### src/rtl/cpu_sequencer.sv
// cpu_sequencer: multi-cycle fetch/decode/regread/execute/memory/writeback control FSM
// Ports:
//   I_clk, I_reset                      clock, synchronous active-high reset
//   I_halt                              stop at the next instruction boundary
//   I_mem_ready                         memory completes the current request
//   I_alu_write_rD/write_pc/memory_mode registered ALU results for the current instruction
//   O_decode_en/O_regread_en/O_alu_en   per-stage enables
//   O_mem_req/O_mem_fetch/O_mem_we      memory request, fetch flag, write flag
//   O_reg_we/O_pc_we/O_pc_inc           writeback commands
//   O_halted/O_fault/O_state/O_retired  status and retired-instruction count
module cpu_sequencer #(
  parameter int MEM_TIMEOUT = 255,
  parameter int COUNT_W = 16
) (
  input  logic               I_clk,
  input  logic               I_reset,
  input  logic               I_halt,
  input  logic               I_mem_ready,
  input  logic               I_alu_write_rD,
  input  logic               I_alu_write_pc,
  input  logic [1:0]         I_alu_memory_mode,
  output logic               O_decode_en,
  output logic               O_regread_en,
  output logic               O_alu_en,
  output logic               O_mem_req,
  output logic               O_mem_fetch,
  output logic               O_mem_we,
  output logic               O_reg_we,
  output logic               O_pc_we,
  output logic               O_pc_inc,
  output logic               O_halted,
  output logic               O_fault,
  output logic [2:0]         O_state,
  output logic [COUNT_W-1:0] O_retired
);
  typedef enum logic [2:0] {FETCH, DECODE, REGREAD, EXECUTE, MEMORY, WRITEBACK, HALT, FAULT} state_t;
  localparam int WAIT_W = MEM_TIMEOUT > 1 ? $clog2(MEM_TIMEOUT) : 1;
  localparam logic [WAIT_W-1:0] WAIT_LAST = WAIT_W'(MEM_TIMEOUT > 0 ? MEM_TIMEOUT - 1 : 0);
  state_t state;
  logic [WAIT_W-1:0] wait_cnt;
  logic mem_rd, mem_wr, waiting, timed_out, active;
  assign mem_rd = I_alu_memory_mode == 2'b01;
  assign mem_wr = I_alu_memory_mode == 2'b10;
  // mode 2'b11 falls through as a no-op access
  assign waiting = state == FETCH || (state == MEMORY && (mem_rd || mem_wr));
  assign timed_out = MEM_TIMEOUT != 0 && !I_mem_ready && wait_cnt == WAIT_LAST;
  assign active = !I_reset;
  always_ff @(posedge I_clk) begin
    if (I_reset) begin
      state <= FETCH;
      wait_cnt <= '0;
      O_retired <= '0;
    end else begin
      // every transition clears the counter, so each wait starts from zero
      wait_cnt <= (waiting && !I_mem_ready) ? wait_cnt + 1'b1 : '0;
      case (state)
        FETCH:     state <= I_mem_ready ? DECODE : timed_out ? FAULT : FETCH;
        DECODE:    state <= REGREAD;
        REGREAD:   state <= EXECUTE;
        EXECUTE:   state <= MEMORY;
        MEMORY:    state <= (!waiting || I_mem_ready) ? WRITEBACK : timed_out ? FAULT : MEMORY;
        WRITEBACK: begin
          state <= I_halt ? HALT : FETCH;
          O_retired <= O_retired + 1'b1;
        end
        HALT:      state <= I_halt ? HALT : FETCH;
        default:   state <= FAULT;
      endcase
    end
  end
  assign O_decode_en  = active && state == DECODE;
  assign O_regread_en = active && state == REGREAD;
  assign O_alu_en     = active && state == EXECUTE;
  assign O_mem_req    = active && waiting;
  assign O_mem_fetch  = active && state == FETCH;
  assign O_mem_we     = active && state == MEMORY && mem_wr;
  assign O_reg_we     = active && state == WRITEBACK && I_alu_write_rD;
  assign O_pc_we      = active && state == WRITEBACK && I_alu_write_pc;
  assign O_pc_inc     = active && state == WRITEBACK && !I_alu_write_pc;
  assign O_halted     = state == HALT;
  assign O_fault      = state == FAULT;
  assign O_state      = state;
endmodule

### config.mk
export PLATFORM = sky130hd
export DESIGN_NAME = cpu_sequencer
export DESIGN_NICKNAME = d
export VERILOG_FILES = /design/src/rtl/cpu_sequencer.sv
export SDC_FILE = /design/constraint.sdc
export NUM_CORES = 1
export LEC_CHECK = 0
export ABC_CLOCK_PERIOD_IN_PS = 5100
export CAP_MARGIN = 20
export CORE_UTILIZATION = 45
export CTS_BUF_LIST = sky130_fd_sc_hd__clkbuf_16
export CTS_CLUSTER_SIZE = 40
export DETAILED_ROUTE_END_ITERATION = 10
export MAX_ROUTING_LAYER = met4
export PLACE_DENSITY = 0.82
export RECOVER_POWER = 100
export SLEW_MARGIN = 15
export SYNTH_ARGS = -nofsm -noshare
export SYNTH_HDL_FRONTEND = slang
export SYNTH_SLANG_ARGS = --single-unit
### constraint.sdc
create_clock -name I_clk -period 5.1 [get_ports I_clk]
set_input_delay 1.02 -clock I_clk [delete_from_list [all_inputs] [get_ports I_clk]]
set_output_delay 1.02 -clock I_clk [all_outputs]
set_load 0.1 [all_outputs]
* Yosys cells after proc, flatten, opt, wreduce, memory -nomap -nowiden
Index checks and enable logic that the tools add are counted.
** Storage, ports and cells
- Register bits :: 27
- Input port bits :: 8
- Output and inout port bits :: 30
** Cells by class
- $add $sub $neg :: 2
- Eq/ne operators :: 10
- Mux-type cells :: 6
- Bitwise gates (word level) :: 1
- Reductions and logical operators :: 24
** Operator list (count)
- $pmux W3 S6 :: 1
- $add A16 B1 Y16 const B :: 1
- $logic_and A1 B1 Y1 :: 14
- $eq A3 B3 Y1 const B :: 4
- $mux W3 :: 3
- $add A8 B1 Y8 const B :: 1
- $eq A8 B8 Y1 const B :: 1
- $eq A3 B2 Y1 const B :: 2
- $logic_not A1 Y1 :: 4
- $mux W2 :: 2
- $reduce_or A2 Y1 :: 2
- $eq A3 B1 Y1 const B :: 1
- $logic_not A3 Y1 :: 1
- $logic_or A1 B1 Y1 :: 3
- $eq A2 B1 Y1 const B :: 1
- $eq A2 B2 Y1 const B :: 1
- $not A1 Y1 :: 1

* Longest topological paths before layout
- Word-level depth :: 8
- Gate-level depth with buffers :: 6
- Gate-level depth less buffers :: 6

* Worst setup path before layout
No wires, ideal clock.
- Path type :: input to output
- Start :: input port I_alu_memory_mode[0]
- End :: output port O_mem_req
- Data arrival time :: 6.056 ns
- Data required time :: 4.080 ns
- Setup slack :: -1.976 ns
- Stages :: 3
- Path through :: inv_1 ha_1 a2111oi_0
** On the way
- Longest elaborated chain between the ends :: 5
- Elaborated cells on any way between the ends :: 6
** RTL lines
- from (decl) :: RTL line 21 : input logic [1:0] I_alu_memory_mode,
- $eq A2 B1 Y1 or $eq A2 B2 Y1 (tied branches) :: RTL line 42, 43
- $logic_or A1 B1 Y1 * :: RTL line 45 : assign waiting = state == FETCH || (state == MEMORY && (mem_rd || mem_wr));
- $logic_and A1 B1 Y1 * :: RTL line 45
- $logic_or A1 B1 Y1 * :: RTL line 45
- $logic_and A1 B1 Y1 * :: RTL line 74 : assign O_mem_req = active && waiting;
- to (decl) :: RTL line 25 : output logic O_mem_req,
Every way passes the cells marked *; elsewhere a longest branch is shown, timed or not.

* Final worst setup path
- Start :: input port I_reset
- End :: output port O_reg_we
** On the way
- Longest elaborated chain between the ends :: 3
** RTL lines
- from (decl) :: RTL line 16 : input logic I_reset,
- $logic_not A1 Y1 :: RTL line 47 : assign active = !I_reset;
- $logic_and A1 B1 Y1 (2 in a row) :: RTL line 77 : assign O_reg_we = active && state == WRITEBACK && I_alu_write_rD;
- to (decl) :: RTL line 28 : output logic O_reg_we,
Every way passes these cells.

==> results.cfg <==
[worst_setup_path]
reg2reg_slack_ps = 2930
crit_path_start = I_reset
path_max_fanout = 17
startpoint_type = input pin
crit_arrival_ps = 3280
path_class = input pin to output port
crit_required_ps = 4080
endpoint_kind = output port
r2r_start = O_state[2]$_SDFF_PP0_
critPathCapture = O_reg_we
crit-reg2reg-capture = O_retired[15]$_SDFFE_PP0N_
reg2reg_depth = 4

[synthesis]
synth-seq-cells = 27
yosys_warnings = 0
synth.avg_cell_area_um2 = 8.51
yosysSeqAreaShare_pct = 41.3
synth_area_leaders = dfxtp_1 (41%), nor2_1 (6.6%), xnor2_1 (6.0%), xor2_1 (5.3%), ha_1 (3.8%)
yosys.area.top_type = dfxtp_1
syn_nets = 166
syn_area_um2 = 1310
synthDominantCellAreaShare_pct = 41.3
synth_cell_type_count = 33
synth_cells = 154

[clock_network]
cts_resized = 0
post-cts-setup-buffers = 0
clkTransAtPathRegs_ps = 60
h-tree-depth = 1
holdBufCountCts = 0
clk_latency_ps = 260
numCtsBuffers = 3
cts.path.max_buffers = 2
clock_sinks = 27
cts_tree = built
clock-root-buffer = clkbuf_16

[final_layout]
fin_cells = 219
final_core_util_pct = 63.5
drive_gt1_share_pct = 7.98
antenna_cells = 0
area_growth_pct = 33.6
nNetsFinal = 201

[timing]
fin_crit_sh_pct = 84.3
rsz0062_at_grt = no
whs_ps = 496
setup_slack_ps = 799
fmax_mhz = 233
setup_tns_ps = 0
hold_viol = 0
clock_skew_ps = 6.09
slew_viol_final = 0
slew_headroom_pct = 21.5
period_needed_ps = 4300
worstMarginPinSlew_ps = 1180
setup_viol_count_final = 0

[placement]
place_ws_ps = 1430
io_buffers = 37
post-place-cells = 215
globalplace.congestion = 0.755
place_hpwl_um = 2100

[pwr]
clkPwrFrac_pct = 36.3
leakage_nw = 0.698
swShare_pct = 29.9
cellInternalPower_mw = 0.341
vdd_drop_max_uv = 222
sequentialPowerShare_pct = 46.4
pwr-share-comb_pct = 17.2
power_density_nw_per_um2 = 278
switchingPower_mw = 0.146

[detailed_routing]
routedWlPerCell_um = 12.9
postRouteWirelength_um = 2830
antenna_left = 0
drtIter0Drc = 14
firstDrtPassIters = 4
avgViaCountPerCell = 5.53
drc_errors = 0
vias = 1210

[floorplanning]
start_util_pct = 47.5
pin_count = 38
die_h_um = 56.0
fp-row-count = 19
die_w_um = 56.0
core_um2 = 2760
die_area_um2 = 3130

[run_status]
status = complete, no violations

[grt]
grt.busiest_layer = met2
track_usage_pct = 19.5
use_met1_pct = 21.0
met2_usage_pct = 36.3
use_met3_pct = 3.02
grt_pass1_wl_um = 4770
grt_pass1_vias = 1131
grt_max_degree = 18
overflow = 0
antenna_found_initial = 0

[run]
cap_violations = 0

[min_path]
min_path_type = register to register
==> cell type report <==
cell class / count / area, um2
multi-input cells: 113 / 736
clock buffers: 3 / 75.1
well taps: 31 / 38.8
fillers: 253 / 1010
clock inverters: 1 / 5.00
inverters: 6 / 22.5
repair buffers: 38 / 333
flip-flops and latches: 27 / 541
==> power by group through the flow <==
stage / registers (mW) / clock network (mW) / logic, mW
final: 0.226 / 0.177 / 0.0839
after global routing: 0.227 / 0.186 / 0.0882
after CTS: 0.226 / 0.179 / 0.0877
after detailed placement: 0.231 / 0 / 0.0870
after global placement: 0.230 / 0 / 0.0860
after floorplan: 0.242 / 0 / 0.0553
==> flip-flops by register name (all words and copies together), names as in the netlist <==
name and cells:
O_retired 16, O_state 3, wait_cnt 8
==> worst max-delay path, cell delays in order <==
cell and delay [ps]:
dlygate4sd3_1 710, clkbuf_1 390, nor3b_1 270, clkbuf_1 890
==> layout by cell type, fill, tap and decap left out, types with 2 or more instances in the layout <==
cell type        instances
nor3_1                   6
nand2b_1                 2
nor4b_2                  2
clkbuf_16                3
dlygate4sd3_1           23
nor4_1                   4
clkdlybuf4s50_1          5
nor3b_1                  2
nand3_1                  6
nand4_1                  6
buf_4                    4
or3_1                    3
clkbuf_1                 6
xnor2_1                  9
xor2_1                   8
nor2_1                  23
nand2_1                 10
dfxtp_1                 27
o21ai_0                  4
a21oi_1                  7
and3_1                   3
ha_1                     4
inv_1                    6
==> cells in the mapped netlist, drive strengths merged <==
| cell | number |
|---|---|
| dfxtp | 27 |
| ha | 4 |
| a21oi | 7 |
| inv | 6 |
| or3 | 3 |
| nand2 | 10 |
| nor4b | 2 |
| nand2b | 2 |
| o21ai | 4 |
| nor2 | 23 |
| and4 | 1 |
| nor4 | 4 |
| nand3b | 1 |
| xnor2 | 9 |
| xor2 | 8 |
| o22ai | 1 |
| a211oi | 1 |
| clkbuf | 6 |
| a31o | 1 |
| and3 | 3 |
| a2111oi | 2 |
| buf | 2 |
| nor3 | 6 |
| a31oi | 1 |
| nor3b | 2 |
| o22a | 1 |
| nand3 | 6 |
| nand4 | 7 |
| or4 | 2 |
| and4b | 1 |
| and3b | 1 |
==> worst min-delay path by stage <==
stage          cells past startpoint  slack [ps]                        from                          to
5_1_grt                            2         530  O_retired[13]$_SDFFE_PP0N_  O_retired[13]$_SDFFE_PP0N_
3_3_place_gp                       2         470  O_retired[15]$_SDFFE_PP0N_  O_retired[15]$_SDFFE_PP0N_
6_report                           2         500  O_retired[15]$_SDFFE_PP0N_  O_retired[15]$_SDFFE_PP0N_
3_5_place_dp                       2         490  O_retired[15]$_SDFFE_PP0N_  O_retired[15]$_SDFFE_PP0N_
2_1_floorplan                      1         450      wait_cnt[0]$_SDFF_PP0_      wait_cnt[0]$_SDFF_PP0_
4_1_cts                            2         500  O_retired[15]$_SDFFE_PP0N_  O_retired[15]$_SDFFE_PP0N_
==> through the flow <==
stage	power, mW	instance area, um2
final	0.487	1750
after global routing	0.501	1750
after CTS	0.492	1770
after detailed placement	0.318	1690
after global placement	0.316	1690
after floorplan	0.298	1330
==> per-layer routing <==
metal / up-vias / routed length (um)
met2: 20 / 1500
met1: 578 / 1210
li1: 608 / -
met3: 4 / 90
met5: - / 0
met4: 0 / 34
==> logic make-up (layout without fill, tap and decap cells) <==
group                    after synthesis  in the layout  synth area share (%)
AND/OR/NAND/NOR                       74             74                  31.1
flip-flops                            27             27                  41.3
AO/OA/AOI/OAI                         18             18                  8.41
XOR/XNOR                              17             17                  11.4
buffers and inverters                 14             48                  4.01
adder cells (fa/ha/maj)                4              4                  3.82
Power figures use the tool's default switching activity.
